File: src/rtl/fetch_unit.sv
// Instruction-fetch front end: owns the PC, issues in-order imem requests under a credit limit,
// buffers returned words with their PC for decode, squashes wrong-path words on redirect.
// Optional build macro FETCH_STATS_EN adds redirect_count and squash_count outputs.
module fetch_unit #(
  parameter logic [31:0] RESET_PC   = 32'h0000_0000,
  parameter int          FIFO_DEPTH = 4
) (
  input  logic        clk,
  input  logic        rst_n,
  input  logic        pc_reset_branch,
  input  logic [31:0] reset_address,
  output logic        imem_req_valid,
  input  logic        imem_req_ready,
  output logic [31:0] imem_req_addr,
  input  logic        imem_rsp_valid,
  input  logic [31:0] imem_rsp_data,
  output logic        instr_valid,
  input  logic        instr_ready,
  output logic [31:0] instr_data,
  output logic [31:0] instr_pc
`ifdef FETCH_STATS_EN
  ,
  output logic [31:0] redirect_count,
  output logic [31:0] squash_count
`endif
);

  localparam int CW = $clog2(FIFO_DEPTH + 1);
  localparam int PW = $clog2(FIFO_DEPTH);

  typedef enum logic {BOOT, RUN} state_t;

  state_t         state;
  state_t         state_next;
  logic [31:0]    pc;
  logic [CW-1:0]  outstanding;
  logic [CW-1:0]  drop;
  logic [CW-1:0]  fifo_count;
  logic [PW-1:0]  fifo_rd;
  logic [PW-1:0]  fifo_wr;
  logic [PW-1:0]  pcq_rd;
  logic [PW-1:0]  pcq_wr;

  logic [31:0]    fifo_data [FIFO_DEPTH];
  logic [31:0]    fifo_pc   [FIFO_DEPTH];
  logic [31:0]    pcq       [FIFO_DEPTH];

  logic [CW:0]    credit_used;
  logic           rsp;
  logic           accept;
  logic           drop_rsp;
  logic           push;
  logic           pop;
  logic           unused_addr_bits;

  assign unused_addr_bits = ^reset_address[1:0];

  // Responses with nothing outstanding belong to requests issued before a reset; ignore them.
  assign rsp         = imem_rsp_valid && (outstanding != '0);
  assign credit_used = {1'b0, outstanding} + {1'b0, fifo_count};

  assign imem_req_valid = (state == RUN) && !pc_reset_branch &&
                          (credit_used < (CW + 1)'(FIFO_DEPTH));
  assign imem_req_addr  = pc;
  assign accept         = imem_req_valid && imem_req_ready;

  assign drop_rsp = rsp && (pc_reset_branch || (drop != '0));
  assign push     = rsp && !drop_rsp;
  assign pop      = instr_valid && instr_ready && !pc_reset_branch;

  assign instr_valid = (fifo_count != '0);
  assign instr_data  = instr_valid ? fifo_data[fifo_rd] : 32'h0;
  assign instr_pc    = instr_valid ? fifo_pc[fifo_rd]   : 32'h0;

  always_ff @(posedge clk or negedge rst_n) begin
    if (!rst_n) begin
      state <= BOOT;
    end else begin
      state <= state_next;
    end
  end

  always_comb begin
    state_next = state;
    case (state)
      BOOT:    state_next = RUN;
      RUN:     state_next = RUN;
      default: state_next = BOOT;
    endcase
  end

  always_ff @(posedge clk or negedge rst_n) begin
    if (!rst_n) begin
      pc          <= RESET_PC;
      outstanding <= '0;
      drop        <= '0;
      fifo_count  <= '0;
      fifo_rd     <= '0;
      fifo_wr     <= '0;
      pcq_rd      <= '0;
      pcq_wr      <= '0;
    end else if (pc_reset_branch) begin
      // Every request still in flight is wrong-path, including any already marked for dropping.
      pc          <= {reset_address[31:2], 2'b00};
      outstanding <= outstanding - CW'(rsp);
      drop        <= outstanding - CW'(rsp);
      fifo_count  <= '0;
      fifo_rd     <= '0;
      fifo_wr     <= '0;
      pcq_rd      <= '0;
      pcq_wr      <= '0;
    end else begin
      if (accept) begin
        pc     <= pc + 32'd4;
        pcq_wr <= pcq_wr + PW'(1);
      end
      outstanding <= outstanding + CW'(accept) - CW'(rsp);
      if (drop_rsp) begin
        drop <= drop - CW'(1);
      end
      fifo_count <= fifo_count + CW'(push) - CW'(pop);
      if (push) begin
        fifo_wr <= fifo_wr + PW'(1);
        pcq_rd  <= pcq_rd + PW'(1);
      end
      if (pop) begin
        fifo_rd <= fifo_rd + PW'(1);
      end
    end
  end

  always_ff @(posedge clk) begin
    if (accept) begin
      pcq[pcq_wr] <= pc;
    end
    if (push) begin
      fifo_data[fifo_wr] <= imem_rsp_data;
      fifo_pc[fifo_wr]   <= pcq[pcq_rd];
    end
  end

`ifdef FETCH_STATS_EN
  logic [CW:0] squash_inc;

  function automatic logic [31:0] sat_add(input logic [31:0] a, input logic [31:0] b);
    logic [32:0] sum;
    sum = {1'b0, a} + {1'b0, b};
    return sum[32] ? 32'hFFFF_FFFF : sum[31:0];
  endfunction

  assign squash_inc = (pc_reset_branch ? {1'b0, fifo_count} : '0) + (CW + 1)'(drop_rsp);

  always_ff @(posedge clk or negedge rst_n) begin
    if (!rst_n) begin
      redirect_count <= 32'h0;
      squash_count   <= 32'h0;
    end else begin
      redirect_count <= sat_add(redirect_count, 32'(pc_reset_branch));
      squash_count   <= sat_add(squash_count, 32'(squash_inc));
    end
  end
`endif

endmodule

File: config.mk
export PLATFORM = sky130hd
export DESIGN_NAME = fetch_unit
export DESIGN_NICKNAME = d
export VERILOG_FILES = /design/src/rtl/fetch_unit.sv
export SDC_FILE = /design/constraint.sdc
export NUM_CORES = 1
export LEC_CHECK = 0
export CAP_MARGIN = 25
export CORE_MARGIN = 2
export CORE_UTILIZATION = 50
export CTS_CLUSTER_SIZE = 8
export DETAILED_ROUTE_END_ITERATION = 12
export GPL_TIMING_DRIVEN = 0
export PLACE_DENSITY = 0.73
export SETUP_SLACK_MARGIN = 0.15
export SLEW_MARGIN = 20
export SYNTH_ARGS = -nofsm -noshare
export SYNTH_HDL_FRONTEND = slang
export SYNTH_SLANG_ARGS = --single-unit
File: constraint.sdc
create_clock -name clk -period 6.5 [get_ports clk]
set_input_delay 1.625 -clock clk [delete_from_list [all_inputs] [get_ports clk]]
set_output_delay 1.625 -clock clk [all_outputs]
set_load 0.03 [all_outputs]
==> impl_metrics.yaml, run 1 <==
cells_and_area:
  syn_to_final_growth_pct: 23.4
  final_common_cell: "edfxtp_1"
  drive_above_1_share_pct: 16.9
  antennaDiodeCount: 0
  finalNetCount: 1222
  layout_common_cells: "368 x edfxtp_1, 159 x clkdlybuf4s50_1, 92 x mux4_2, 64 x and2_1, 57 x clkbuf_16"
  fin_util_pct: 63.1
timing:
  hold_violations: 0
  period_needed_ns: 4.93
  slew_headroom_pct: 36.4
  tns_ns: 0
  final-max-slew-violation-count: 0
  period_share_pct: 75.9
  fmax_mhz: 203
  grt_setup_unrepaired: "no"
  setup_viol: 0
  final.setup_skew_ns: 0.0146
  worst_slew_pin_slew_ns: 0.953
grt:
  antenna_found_initial: 1
  grt_start_max_net_pins: 49
  grt_pass1_vias: 9485
  grtUsageTotal_pct: 20.2
  grt-ovfl-total: 0
  grt_pass1_wl_microns: 54400
cts:
  cts_hold_buf: 0
  tritoncts: "built"
  cts_resized: 0
  htreeDepth: 2
  cts-root-buf: "clkbuf_16"
  clk_path_buf_depth: 3
  path_clk_slew_ns: 0.05
  clock_sinks: 416
  insertion_delay_ns: 0.55
  post-cts-setup-buffers: 0
  numCtsBuffers: 57
die:
  die_w_microns: 187
  num_io_pins: 168
  die-height_microns: 187
  rows: 66
  core_area_sq_um: 32700
  dieArea_sq_um: 34900
  start_util_pct: 51.1
logic_synthesis:
  synth_cells: 901
  synth.distinct_cells: 54
  synth_warnings: 0
  synth-seq-cells: 416
  synth-edff-count: 368
  synthArstFlopShare_pct: 11.5
  syn_area_sq_um: 16700
  seq_area_frac_synth_pct: 73.2
  synth-main-ff-cell: "edfxtp_1"
  synth_area_per_cell_sq_um: 18.6
worst_hold_path:
  min_path_cells: 1
  min_to: "outstanding[2]"
  holdCritPathClass: "reg -> reg"
  hp-start: "outstanding[2]"
setup_path:
  arrival_ns: 3.31
  reg2reg_to: "outstanding[2]"
  worstPathRequired_ns: 4.88
  cpPeakStageDelay_ns: 0.61
  crit_path_end_kind: "output port"
  start_kind: "flop"
  path_cells: "clkbuf_1, buf_2, mux4_2, and2_1, clkdlybuf4s50_1"
  critPathKind: "reg -> out"
  rr_worst_depth: 14
  crit_fanout: 10
  slowest_stage: "clkdlybuf4s50_1"
  reg2reg_slack_ns: 3.28
  reg2reg_from: "outstanding[2]"
run:
  drv_cap: 0
routing:
  drc: 0
  drt-total-wl_microns: 34700
  dr.pass1.iters: 5
  avgRoutedWirePerCell_microns: 21.7
  viasPerCell: 5.65
  drtAntennaViolNets: 0
  vias: 9013
  drt_iter0_markers: 752
outcome:
  status: "finished, final reports clean"
power:
  p_leak_nw: 6.88
  power_density_nw_per_um2: 390
  power.total_mw: 8.04
  ir_drop_uv: 198
placement:
  dp_hpwl_microns: 21800
  port_buffers: 160
  gp_congestion: 0.864
[sequential cells by signal, indices dropped and copies added, names as in the netlist, 3 cells and up]
name,flops
fifo_count,3
fifo_pc,120
pcq,120
fifo_data,128
drop,3
imem_req_addr,30
outstanding,3
[through the flow]
stage                     worst slack (ns)  cell area (sq um)  hold WS, ns  cells
after floorplan                       2.34              16700        0.506    904
after global placement               0.474              18900        0.542   1506
after detailed placement              1.91              19100        0.561   1514
after CTS                             1.44              20600        0.566   1594
after global routing                  1.36              20600        0.602   1594
final                                 1.57              20600        0.566   1594
[power by group]
part	switching, mW	total (mW)	internal, mW
Sequential	0.136	3.24	3.10
Combinational	1.25	2.23	0.977
Clock	0.997	2.57	1.57
[synthesized netlist by cell type, drive strengths merged, types with 2 or more instances]
library cell / instances / area share [%]
nor2: 27 / 0.61
nand2: 44 / 0.99
a21o: 2 / 0.090
nor4: 4 / 0.28
and3: 10 / 0.37
o211ai: 8 / 0.36
o311ai: 7 / 0.37
buf: 25 / 0.86
nor3: 7 / 0.28
or3: 3 / 0.11
and4: 2 / 0.10
mux4: 92 / 12
nand2b: 3 / 0.11
or4: 2 / 0.090
nand3: 24 / 0.78
and2: 68 / 2.5
ha: 19 / 1.4
fa: 2 / 0.24
dfrtp: 48 / 7.2
xnor2: 5 / 0.26
clkbuf: 24 / 0.54
xor2: 7 / 0.37
edfxtp: 368 / 66
inv: 25 / 0.56
nand4: 14 / 0.61
o31ai: 2 / 0.090
a21oi: 7 / 0.21
a32oi: 3 / 0.16
mux2i: 3 / 0.18
a22oi: 2 / 0.090
a31oi: 8 / 0.30
o21ai: 22 / 0.66
a221o: 3 / 0.18
conb: 2 / 0.045
[layout make-up]
| type | count | area, sq um |
|---|---|---|
| Sequential cell | 416 | 12300 |
| Inverter | 25 | 93.8 |
| Fill cell | 2319 | 12100 |
| Timing Repair Buffer | 168 | 1800 |
| Tap cell | 442 | 553 |
| Buffer | 49 | 234 |
| Clock buffer | 80 | 1510 |
| Multi-Input combinational cell | 414 | 4180 |
[routing by layer]
metal | wire, microns | vias to the layer above | global-route usage, % | share of wire, %
met2 | 16900 | 348 | 33.1 | 49
met3 | 2050 | 62 | 3.45 | 5.9
met4 | 871 | 0 | 6.53 | 2.5
met1 | 14800 | 4592 | 28.1 | 43
li1 | - | 4011 | - | -
met5 | 0 | - | 0 | 0
[worst max path at each step]
stage	from	end	slack [ns]	cells past startpoint
2_1_floorplan	imem_rsp_valid	fifo_data[0][0]	2.34	3
3_3_place_gp	imem_rsp_valid	fifo_data[0][24]	0.47	4
3_5_place_dp	pc_reset_branch	imem_req_valid	1.91	4
4_1_cts	fifo_rd[0]	instr_pc[12]	1.44	5
5_1_grt	fifo_rd[0]	instr_pc[12]	1.36	5
6_report	fifo_rd[0]	instr_pc[12]	1.57	5
[logic make-up (layout without fill, tap and decap cells)]
family | Yosys count | count (layout) | share of synthesized area [%]
AOI/OAI and AO/OA | 68 | 68 | 2.72
xor gates and xnor gates | 12 | 12 | 0.628
adders and majority gates | 21 | 21 | 1.66
buffers and inverters | 74 | 322 | 1.96
DFF | 416 | 416 | 73.2
muxes | 95 | 95 | 12.6
other | 2 | 5 | 0.0449
and+or+nand+nor | 213 | 213 | 7.17
[critical path, delay by kind of cell, from the launching register on]
family | cells | cell delay, ns
and+or+nand+nor | 1 | 0.17
DFF | 1 | 0.32
buffers and inverters | 3 | 1.69
muxes | 1 | 0.56
Note: power is estimated with default switching activity, not from simulation.
==> inputs of run 2 (changes only) <==
clock period = 4.95 ns   (was 6.5 ns; I/O delays follow)
==> results of run 2 <==
The final DEF is identical to that of run 1. Status: finished, final reports clean.
Main changes from that run: setup slack after placement 1.91 ns -> 0.863 ns; setup slack after layout 1.57 ns -> 0.407 ns; register-to-register setup slack 3.28 ns -> 1.73 ns; total power 8.04 mW -> 10.6 mW; worst IR drop on VDD 198 uV -> 260 uV
==> patch (settings of run 2) <==
Add a define of `FETCH_STATS_EN`.
--- a/src/rtl/fetch_unit.sv
+++ b/src/rtl/fetch_unit.sv
@@ -2,4 +2,6 @@
 // buffers returned words with their PC for decode, squashes wrong-path words on redirect.
 // Optional build macro FETCH_STATS_EN adds redirect_count and squash_count outputs.
+`define FETCH_STATS_EN
+
 module fetch_unit #(
   parameter logic [31:0] RESET_PC   = 32'h0000_0000,
Check against the original RTL (old outputs only; new: redirect_count and squash_count): equivalent (equiv_simple and equiv_induct, registers matched by name and starting in step).
==> patch against run 2 <==
  * Via count grew 30%
  * Cell area up 21%
  * Combinational power is 9.6% higher
  * Wire length up 28%
  * Sequential cell count rose by 64
  * Area after synthesis is 19% higher
  * Register-to-register slack got worse by 0.05 ns
  * Final cell count up 31%
  * Total power is 17% higher
  * Worst setup slack lost 0.012 ns
  * Critical path type is now primary input to flop
  * Largest power group unchanged
==> patch: results (changes against run 2) <==
Parameter                              Value

Worst setup path
  Startpoint types    primary input
  Worst reg2reg setup slack    1.68 ns (-0.05 ns)
  Reg2reg path depth    13 (-1)
  Worst stage delay on the critical path    0.50 ns (-0.11 ns)

STA
  Hold WS    0.513 ns (-0.0534 ns)
  Worst setup skew after layout    0.0176 ns (+0.00304 ns)
  Achievable frequency    220 MHz (-0.27%)
  Worst Max-Slew Pin Slew    0.837 ns (-0.117 ns)

Drt
  1st-iter DRT viols    811 (+7.8%)
  Met3 WL    3640 µm (+77%)
  Met2 wire len    21,500 µm (+27%)
  Met1 Wirelength    18,500 µm (+25%)
  Average detailed-routed wire length per instance    21.3 µm (-1.9%)

Layout
  Filler cell count in the final layout    2,868 (+24%)
  Non-filler cells, final    2,086 (+31%)
  Final Net Count    1,630 (+33%)
  Finished layout cell area    25,100 µm² (+21%)
  Share of layout cells above drive strength 1    0.153 (-0.0161)

Synthesis
  Share of the yosys chip area belonging to registers    0.694 (-0.0384)
  Proportion of register bits with asynchronous set or reset after synthesis    0.233 (+0.118)
  Cells taking the most area after synthesis    edfxtp_1 55%, dfrtp_1 14%, mux4_2 10%, and2_1 2.4%, nand2_1 2.1%
  Synthesized instance count    1,226 (+36%)
  Netlist cell types    58 (+7.4%)
  Top cells by instance count after synthesis    368 x edfxtp_1, 114 x nand2_1, 112 x dfrtp_1, 92 x mux4_2, 76 x and2_1

Global routing
  Largest net degree at the start of global routing    77 (+57%)
  Total GRT Usage    0.221 (+0.0190)
  Initial antenna violation count    0 (-1)
  Global-route wire length before repair    69,900 µm (+29%)

Clocking
  Clock latency at the later pin of the worst-skew pair    0.57 ns (+0.02 ns)
  Post-CTS Setup Inserts    0 (unchanged)
  Number of levels the H-tree was split into    3 (+1)

Status
  Run status    finished clean

Hold path
  Endpoint of the worst hold path    redirect_count[18]$_DFF_PN0_
  Hold Path Origin    redirect_count[18]$_DFF_PN0_

Power
  Leakage    8.99 nW (+31%)
  IR drop worst, VDD    0.000288 V (+11%)

Placement
  HPWL reported at the end of detailed placement    29,300 µm (+34%)
  Pre-CTS WS    -0.332 ns (-1.19 ns)
  Port Buf Inserts    225 (+41%)
  DP Cell Count    1,988 (+31%)
  Gp weighted congestion    0.873 (+1.0%)
-- patch: cell types whose count changed in the layout (fill, tap and decap cells not counted), sizes merged, moves of 10 or more --
cell,change
dfrtp,+64
clkdlybuf4s50,+65
clkbuf,+15
xnor2,+12
and3,+18
nor2,+10
nand2,+70
mux2,+12
nand4,+20
xor2,+32
nand3,+19
o21ai,+10
-- patch: where the power goes --
part / switching (W) / internal (W)
Sequential: 0.000246 / 0.00468
Combinational: 0.00179 / 0.00141
Clock: 0.00161 / 0.00261
Total: 0.00365 / 0.00871
-- patch: logic make-up (layout without fill, tap and decap cells) --
logic type	after synthesis	in the layout	synth area share
flip-flops	480	480	0.694
AND/OR/NAND/NOR	382	382	0.103
multiplexers	109	109	0.113
AO/OA/AOI/OAI	85	85	0.0271
buffers and inverters	85	416	0.0189
XOR/XNOR	56	56	0.0246
adder cells (fa/ha/maj)	27	27	0.0184
other	2	6	0.000376
-- patch: worst register-to-register path: cells and delay by family, from the launching register on --
kind	cells	cell delay (ns)
and+or+nand+nor	2	0.53
AOI/OAI and AO/OA	1	0.19
buffers and inverters	4	0.52
adders and majority gates	4	1.19
xor gates and xnor gates	2	0.33
DFF	1	0.43
-- patch: layout make-up --
type	instances	share of cell area
plain buffers	55	0.0106
inverters	29	0.00435
repair buffers	234	0.0986
clock buffers	94	0.0752
flip-flops and latches	480	0.553
clock inverters	4	0.00170
diodes	1	0.0000999
multi-input cells	664	0.230
well taps	525	0.0262
-- patch: per-layer routing --
| metal | vias up | GRT usage |
|---|---|---|
| met3 | 72 | 0.0566 |
| met4 | 0 | 0.0641 |
| met5 | - | 0 |
| li1 | 5285 | - |
| met2 | 428 | 0.359 |
| met1 | 5939 | 0.298 |
